`src/rtl/sdpram_bist_pkg.sv`:
```
// Shared types and constants for the simple-dual-port RAM BIST controller.
// Optional feature macro: SDPRAM_BIST_FAIL_LOG_EN (first-failure capture ports).
package sdpram_bist_pkg;

    // Controller run phases
    typedef enum logic [2:0] {
        IDLE  = 3'd0,
        WRITE = 3'd1,
        READ  = 3'd2,
        DRAIN = 3'd3,
        DONE  = 3'd4
    } state_t;

    // Pattern select encodings
    localparam logic [1:0] MODE_DESC  = 2'd0;
    localparam logic [1:0] MODE_ADDR  = 2'd1;
    localparam logic [1:0] MODE_CHK   = 2'd2;
    localparam logic [1:0] MODE_NADDR = 2'd3;

    // Mismatch counter width and saturation value
    localparam int unsigned ERR_W   = 3;
    localparam logic [2:0]  ERR_SAT = 3'd7;

endpackage

```
`src/rtl/sdpram_bist_pattern.sv`:
```
// Combinational test pattern generator: data word for a given address and mode.
// Optional feature macro: SDPRAM_BIST_FAIL_LOG_EN (not used in this file).
module sdpram_bist_pattern
    import sdpram_bist_pkg::*;
#(
    parameter int unsigned ADDR_WIDTH = 10,
    parameter int unsigned DATA_WIDTH = 8
) (
    input  logic [ADDR_WIDTH-1:0] addr,
    input  logic [1:0]            mode,
    output logic [DATA_WIDTH-1:0] pat_c
);

    logic [ADDR_WIDTH-1:0] naddr;

    // Invert in address width first so the zero-extension stays zero
    assign naddr = ~addr;

    // Select the pattern word, truncated or zero-extended to the data width
    always_comb begin
        pat_c = '0;
        case (mode)
            MODE_DESC:  pat_c = {DATA_WIDTH{1'b1}} - DATA_WIDTH'(addr);
            MODE_ADDR:  pat_c = DATA_WIDTH'(addr);
            MODE_CHK: begin
                // Bit 0 set for 0x55 on even addresses, cleared for 0xAA on odd
                for (int i = 0; i < int'(DATA_WIDTH); i++) begin
                    pat_c[i] = addr[0] ^ ~i[0];
                end
            end
            MODE_NADDR: pat_c = DATA_WIDTH'(naddr);
            default:    pat_c = '0;
        endcase
    end

endmodule

```
`src/rtl/sdpram_bist_ctrl.sv`:
```
// March-style write-then-read BIST controller for a simple-dual-port RAM.
// Optional feature macro: SDPRAM_BIST_FAIL_LOG_EN adds fail_valid/fail_addr/fail_data,
// which hold the address and read data of the first mismatch of a run.
module sdpram_bist_ctrl
    import sdpram_bist_pkg::*;
#(
    parameter int unsigned ADDR_WIDTH = 10,
    parameter int unsigned DATA_WIDTH = 8,
    parameter int unsigned BE_WIDTH   = 1,
    parameter int unsigned RD_LATENCY = 1
) (
    input  logic                  clk,
    input  logic                  rst_n,
    input  logic                  start,
    input  logic [1:0]            mode,
    output logic                  busy,
    output logic                  done,
    output logic                  pass,
    output logic [ERR_W-1:0]      err_cnt,
    output logic                  wr_en,
    output logic [ADDR_WIDTH-1:0] wr_addr,
    output logic [DATA_WIDTH-1:0] wr_data,
    output logic [BE_WIDTH-1:0]   wr_byte_en,
    output logic                  rd_en,
    output logic [ADDR_WIDTH-1:0] rd_addr,
    input  logic [DATA_WIDTH-1:0] rd_data
`ifdef SDPRAM_BIST_FAIL_LOG_EN
    ,
    output logic                  fail_valid,
    output logic [ADDR_WIDTH-1:0] fail_addr,
    output logic [DATA_WIDTH-1:0] fail_data
`endif
);

    // Counter is one bit wider than the address so reaching 2**ADDR_WIDTH is visible
    localparam logic [ADDR_WIDTH:0] CNT_END    = {1'b1, {ADDR_WIDTH{1'b0}}};
    localparam logic [ADDR_WIDTH:0] CNT_ONE    = (ADDR_WIDTH+1)'(1);
    localparam logic [ADDR_WIDTH:0] DRAIN_LAST = (ADDR_WIDTH+1)'(RD_LATENCY - 1);

    state_t                state;
    logic [ADDR_WIDTH:0]   cnt;
    logic [1:0]            mode_q;

    logic                  launch_c;
    logic [1:0]            wr_mode_c;
    logic [ADDR_WIDTH-1:0] wr_pat_addr_c;
    logic [DATA_WIDTH-1:0] wr_pat_c;
    logic [DATA_WIDTH-1:0] exp_pat_c;
    logic                  mismatch_c;
    logic [ERR_W-1:0]      err_nxt_c;

    logic [RD_LATENCY-1:0] pipe_vld;
    logic [DATA_WIDTH-1:0] pipe_exp [RD_LATENCY];
`ifdef SDPRAM_BIST_FAIL_LOG_EN
    logic [ADDR_WIDTH-1:0] pipe_addr [RD_LATENCY];
`endif

    // A start is only honoured between runs
    assign launch_c = start && ((state == IDLE) || (state == DONE));

    // Address 0 is issued on the launch edge, before mode_q holds the new mode
    assign wr_mode_c     = launch_c ? mode : mode_q;
    assign wr_pat_addr_c = (state == WRITE) ? cnt[ADDR_WIDTH-1:0] : '0;

    sdpram_bist_pattern #(
        .ADDR_WIDTH (ADDR_WIDTH),
        .DATA_WIDTH (DATA_WIDTH)
    ) u_wr_pat (
        .addr  (wr_pat_addr_c),
        .mode  (wr_mode_c),
        .pat_c (wr_pat_c)
    );

    sdpram_bist_pattern #(
        .ADDR_WIDTH (ADDR_WIDTH),
        .DATA_WIDTH (DATA_WIDTH)
    ) u_exp_pat (
        .addr  (rd_addr),
        .mode  (mode_q),
        .pat_c (exp_pat_c)
    );

    // Compare the delayed expectation against returning read data
    assign mismatch_c = pipe_vld[RD_LATENCY-1] && (rd_data != pipe_exp[RD_LATENCY-1]);
    assign err_nxt_c  = (mismatch_c && (err_cnt != ERR_SAT)) ? err_cnt + 3'd1 : err_cnt;

    // Run sequencer with registered RAM controls and status
    always_ff @(posedge clk or negedge rst_n) begin
        if (!rst_n) begin
            state      <= IDLE;
            cnt        <= '0;
            mode_q     <= '0;
            busy       <= 1'b0;
            done       <= 1'b0;
            pass       <= 1'b0;
            err_cnt    <= '0;
            wr_en      <= 1'b0;
            wr_addr    <= '0;
            wr_data    <= '0;
            wr_byte_en <= '0;
            rd_en      <= 1'b0;
            rd_addr    <= '0;
        end else begin
            err_cnt <= err_nxt_c;
            case (state)
                IDLE, DONE: begin
                    if (start) begin
                        state      <= WRITE;
                        mode_q     <= mode;
                        err_cnt    <= '0;
                        busy       <= 1'b1;
                        done       <= 1'b0;
                        pass       <= 1'b0;
                        wr_en      <= 1'b1;
                        wr_byte_en <= '1;
                        wr_addr    <= '0;
                        wr_data    <= wr_pat_c;
                        cnt        <= CNT_ONE;
                    end
                end
                WRITE: begin
                    if (cnt == CNT_END) begin
                        state      <= READ;
                        wr_en      <= 1'b0;
                        wr_byte_en <= '0;
                        rd_en      <= 1'b1;
                        rd_addr    <= '0;
                        cnt        <= CNT_ONE;
                    end else begin
                        wr_addr <= cnt[ADDR_WIDTH-1:0];
                        wr_data <= wr_pat_c;
                        cnt     <= cnt + 1'b1;
                    end
                end
                READ: begin
                    if (cnt == CNT_END) begin
                        state <= DRAIN;
                        rd_en <= 1'b0;
                        cnt   <= '0;
                    end else begin
                        rd_addr <= cnt[ADDR_WIDTH-1:0];
                        cnt     <= cnt + 1'b1;
                    end
                end
                DRAIN: begin
                    if (cnt == DRAIN_LAST) begin
                        state <= DONE;
                        busy  <= 1'b0;
                        done  <= 1'b1;
                        pass  <= (err_nxt_c == '0);
                    end else begin
                        cnt <= cnt + 1'b1;
                    end
                end
                default: state <= IDLE;
            endcase
        end
    end

    // Expected-data pipeline matching the RAM read latency
    always_ff @(posedge clk or negedge rst_n) begin
        if (!rst_n) begin
            pipe_vld <= '0;
            for (int i = 0; i < int'(RD_LATENCY); i++) begin
                pipe_exp[i] <= '0;
`ifdef SDPRAM_BIST_FAIL_LOG_EN
                pipe_addr[i] <= '0;
`endif
            end
        end else begin
            pipe_vld[0] <= rd_en;
            pipe_exp[0] <= exp_pat_c;
`ifdef SDPRAM_BIST_FAIL_LOG_EN
            pipe_addr[0] <= rd_addr;
`endif
            for (int i = 1; i < int'(RD_LATENCY); i++) begin
                pipe_vld[i] <= pipe_vld[i-1];
                pipe_exp[i] <= pipe_exp[i-1];
`ifdef SDPRAM_BIST_FAIL_LOG_EN
                pipe_addr[i] <= pipe_addr[i-1];
`endif
            end
        end
    end

`ifdef SDPRAM_BIST_FAIL_LOG_EN
    // Capture the first mismatch of a run; cleared by the next accepted start
    always_ff @(posedge clk or negedge rst_n) begin
        if (!rst_n) begin
            fail_valid <= 1'b0;
            fail_addr  <= '0;
            fail_data  <= '0;
        end else if (launch_c) begin
            fail_valid <= 1'b0;
            fail_addr  <= '0;
            fail_data  <= '0;
        end else if (mismatch_c && !fail_valid) begin
            fail_valid <= 1'b1;
            fail_addr  <= pipe_addr[RD_LATENCY-1];
            fail_data  <= rd_data;
        end
    end
`endif

endmodule

```
`config.mk`:
```
export PLATFORM = sky130hd
export DESIGN_NAME = sdpram_bist_ctrl
export DESIGN_NICKNAME = d
export VERILOG_FILES = /design/src/rtl/sdpram_bist_pkg.sv /design/src/rtl/sdpram_bist_pattern.sv /design/src/rtl/sdpram_bist_ctrl.sv
export SDC_FILE = /design/constraint.sdc
export NUM_CORES = 1
export LEC_CHECK = 0
export CAP_MARGIN = 20
export CORE_MARGIN = 8
export CORE_UTILIZATION = 45
export CTS_CLUSTER_DIAMETER = 200
export DETAILED_ROUTE_END_ITERATION = 10
export PLACE_DENSITY = 0.68
export SETUP_SLACK_MARGIN = 0.05
export SLEW_MARGIN = 20
export SYNTH_ARGS = -nofsm -noshare
export SYNTH_HDL_FRONTEND = slang
export SYNTH_SLANG_ARGS = --single-unit
export TNS_END_PERCENT = 30
```
`constraint.sdc`:
```
create_clock -name clk -period 2.5 [get_ports clk]
set_input_delay 0.5 -clock clk [delete_from_list [all_inputs] [get_ports clk]]
set_output_delay 0.5 -clock clk [all_outputs]
set_load 0.01 [all_outputs]
```
==> flow_summary.toml <==
[timing]
slew_viol_final = 0
fin_crit_sh = 0.8688
fin_crit_ns = 2.172
rsz0062_at_grt = "false"
tns_ns = 0
tightest_slew_ns = 0.7660
relSlewSlack = 0.4893
fin_worst_skew_ns = 0.007028
setup_viol = 0
fmax_ghz = 0.4604
hold_viol_final = 0
worst_slack_ns = 0.3280

[die]
initial_core_util = 0.4567
num_rows = 32
die_area_um2 = 10790
die_y_um = 103.9
ios = 50
fp.dieW_um = 103.9
core_area_um2 = 7607

[layout]
nets = 420
design_area_um2 = 4313
final-instance-count-excl-fill = 510
area_growth_pct = 24.13
drive_gt1_frac = 0.1373
diodes = 0

[placement]
dp_hpwl_um = 5769
placed_area_um2 = 4054
io_buffers = 49
place.gp.congestion = 0.8475
dpl.cell_count = 494
dp_slack_ns = 0.1267

[clocking]
cts_tree = "built"
cts_max_level = 3
clkTransAtPathRegs_ns = 0.07
cts_buffer_depth = 2
cts.sinks = 61
cts_setup_buffers = 0
cts-root-buf = "clkbuf_8"
clock_latency_ns = 0.34
cts_resized = 0
numCtsBuffers = 9
hold_buffers = 0

[setup_path]
startpoint_type = "flop"
worstPathMaxFanout = 11
crit_path_end_kind = "flop"
critPathRequiredTime_ns = 2.76
arrival_ns = 2.44
path_class = "reg -> reg"

[detailed_routing]
num_vias = 2758
drc_errors = 0
ant_nets = 0
routed_wl_um = 8270
drt-vias-per-instance = 5.408
drtIter0Drc = 109
first_pass_iters = 6
wl_per_cell_um = 16.22

[power]
total_power_mw = 3.997
p_leak_nw = 1.799
p_int_mw = 2.685
p_seq_frac = 0.380
power_density_nw_per_um2 = 926.8
netSwitchingFraction = 0.3283
clkPwrFrac = 0.281
switchingPower_mw = 1.312
ir_worst_vdd_uv = 447.7
comb_power_share = 0.339

[synthesis]
syn_nets = 372
synthTopCellsByArea = "dfrtp_1, xnor2_1, a21oi_1"
async_flop_share = 1.000
synth_top_family_by_area = "simple AND/OR/NAND/NOR gates"
yosysTopAreaCell = "dfrtp_1"
synth_ff_type = "dfrtp_1"
synthTopCellsByCount = "dfrtp_1, nand2_1, a21oi_1, nor2_1, xnor2_1"
synthAdderAreaFrac = 0.01440
synthXorXnorAreaFrac = 0.08066
synth_cell_type_count = 61
synth_warnings = 0
postSynthAreaPerCell_um2 = 9.788
synth-simple-area-share = 0.2078
syn-cell-area_um2 = 3475
synth-edff-count = 0
syn-instance-count = 355
synth_most_common_cell = "dfrtp_1"
yosysSeqAreaShare = 0.4393
synth_top_area_frac = 0.4393
ys_seq_elements = 61
synth_compound_area_frac = 0.1822
synthMuxAreaShare = 0.03133

[min_path]
hold_class = "in -> async"

[global_routing]
grt_pass1_vias = 2723
grt_usage = 0.1566
overflow = 0
grt_pass1_wl_um = 14100
grt_max_degree = 62
antenna_found_initial = 0

[run_status]
status = "finished clean"

[flow_run]
drv_cap = 0
## critical path, cell delays in order, from the launching register on
cell     delay (ns)
dfrtp_1        0.48
inv_1          0.11
ha_1           0.16
nor4b_4        0.30
nand4_4        0.21
or3_1          0.53
nor2b_1        0.20
o21ai_1        0.11
## metrics by stage
stage,util,hold WS [ns]
6_report,0.5669,0.3132
5_1_grt,0.5669,0.3897
4_1_cts,0.5669,0.3542
3_5_place_dp,0.5329,0.4547
3_3_place_gp,0.5329,0.4544
2_1_floorplan,-,0.2044
## layer usage
metal	routed length, um	track usage	up-vias
met5	0	0	-
met2	3855	0.2434	61
met4	133	0.06515	0
met3	356	0.03470	15
li1	-	-	1362
met1	3924	0.2055	1320
## cell usage in the layout (no fill, tap or decap), types with 2 or more instances in the layout
cell	n
a211oi_1	3
a21boi_0	4
a21o_1	7
a21oi_1	31
a22o_1	2
a31oi_1	2
and3_1	4
and4_1	3
and4bb_2	4
buf_4	12
bufinv_16	3
clkbuf_8	12
clkdlybuf4s50_1	48
dfrtp_1	61
ha_1	4
inv_1	8
mux2_2	3
mux2i_1	6
nand2_1	34
nand2b_1	5
nand3_1	9
nand4_1	6
nor2_1	26
nor2_2	2
nor2b_1	5
nor3_1	2
nor4_4	2
nor4bb_1	2
o21ai_0	23
o21ai_1	3
o22ai_1	8
o31ai_1	2
or2_2	2
xnor2_1	25
xor2_1	7
## cells by family after synthesis
group	after synthesis
simple gates	118
compound gates	98
flops	61
xor+xnor	32
buf+inv	32
mux	10
fa+ha+maj	4
## power by group through the flow
stage | clock [mW] | sequential [mW] | combinational [mW]
2_1_floorplan | 0 | 1.45 | 0.947
3_3_place_gp | 0 | 1.53 | 1.33
3_5_place_dp | 0 | 1.53 | 1.36
4_1_cts | 1.14 | 1.52 | 1.37
5_1_grt | 1.17 | 1.55 | 1.50
6_report | 1.12 | 1.52 | 1.36
## area by class of cell
cell class | count | area [um2]
Timing Repair Buffer | 61 | 575.6
Clock buffer | 13 | 168.9
Fill cell | 674 | 3294
Multi-Input combinational cell | 262 | 1794
Clock inverter | 3 | 90.09
Inverter | 8 | 30.03
Sequential cell | 61 | 1526
Tap cell | 102 | 127.6
## registers in the layout (all words and copies together) (netlist names), 2 cells and up
signal / count
wr_data: 8
rd_addr: 10
wr_addr: 10
cnt: 11
pipe_exp: 8
mode_q: 2
state: 3
err_cnt: 3
## worst paths after layout
check	end	slack, ns	depth (start not counted)	start
max	rd_en	0.33	7	cnt[1]
min	wr_addr[5]	0.31	2	rst_n
max reg2reg	rd_en	0.33	7	cnt[1]
min reg2reg	wr_addr[6]	0.48	1	wr_addr[6]
max in group asynchronous	cnt[4]	1.68	2	rst_n
min in group clk	wr_addr[6]	0.48	1	wr_addr[6]
Power figures use the tool's default switching activity.
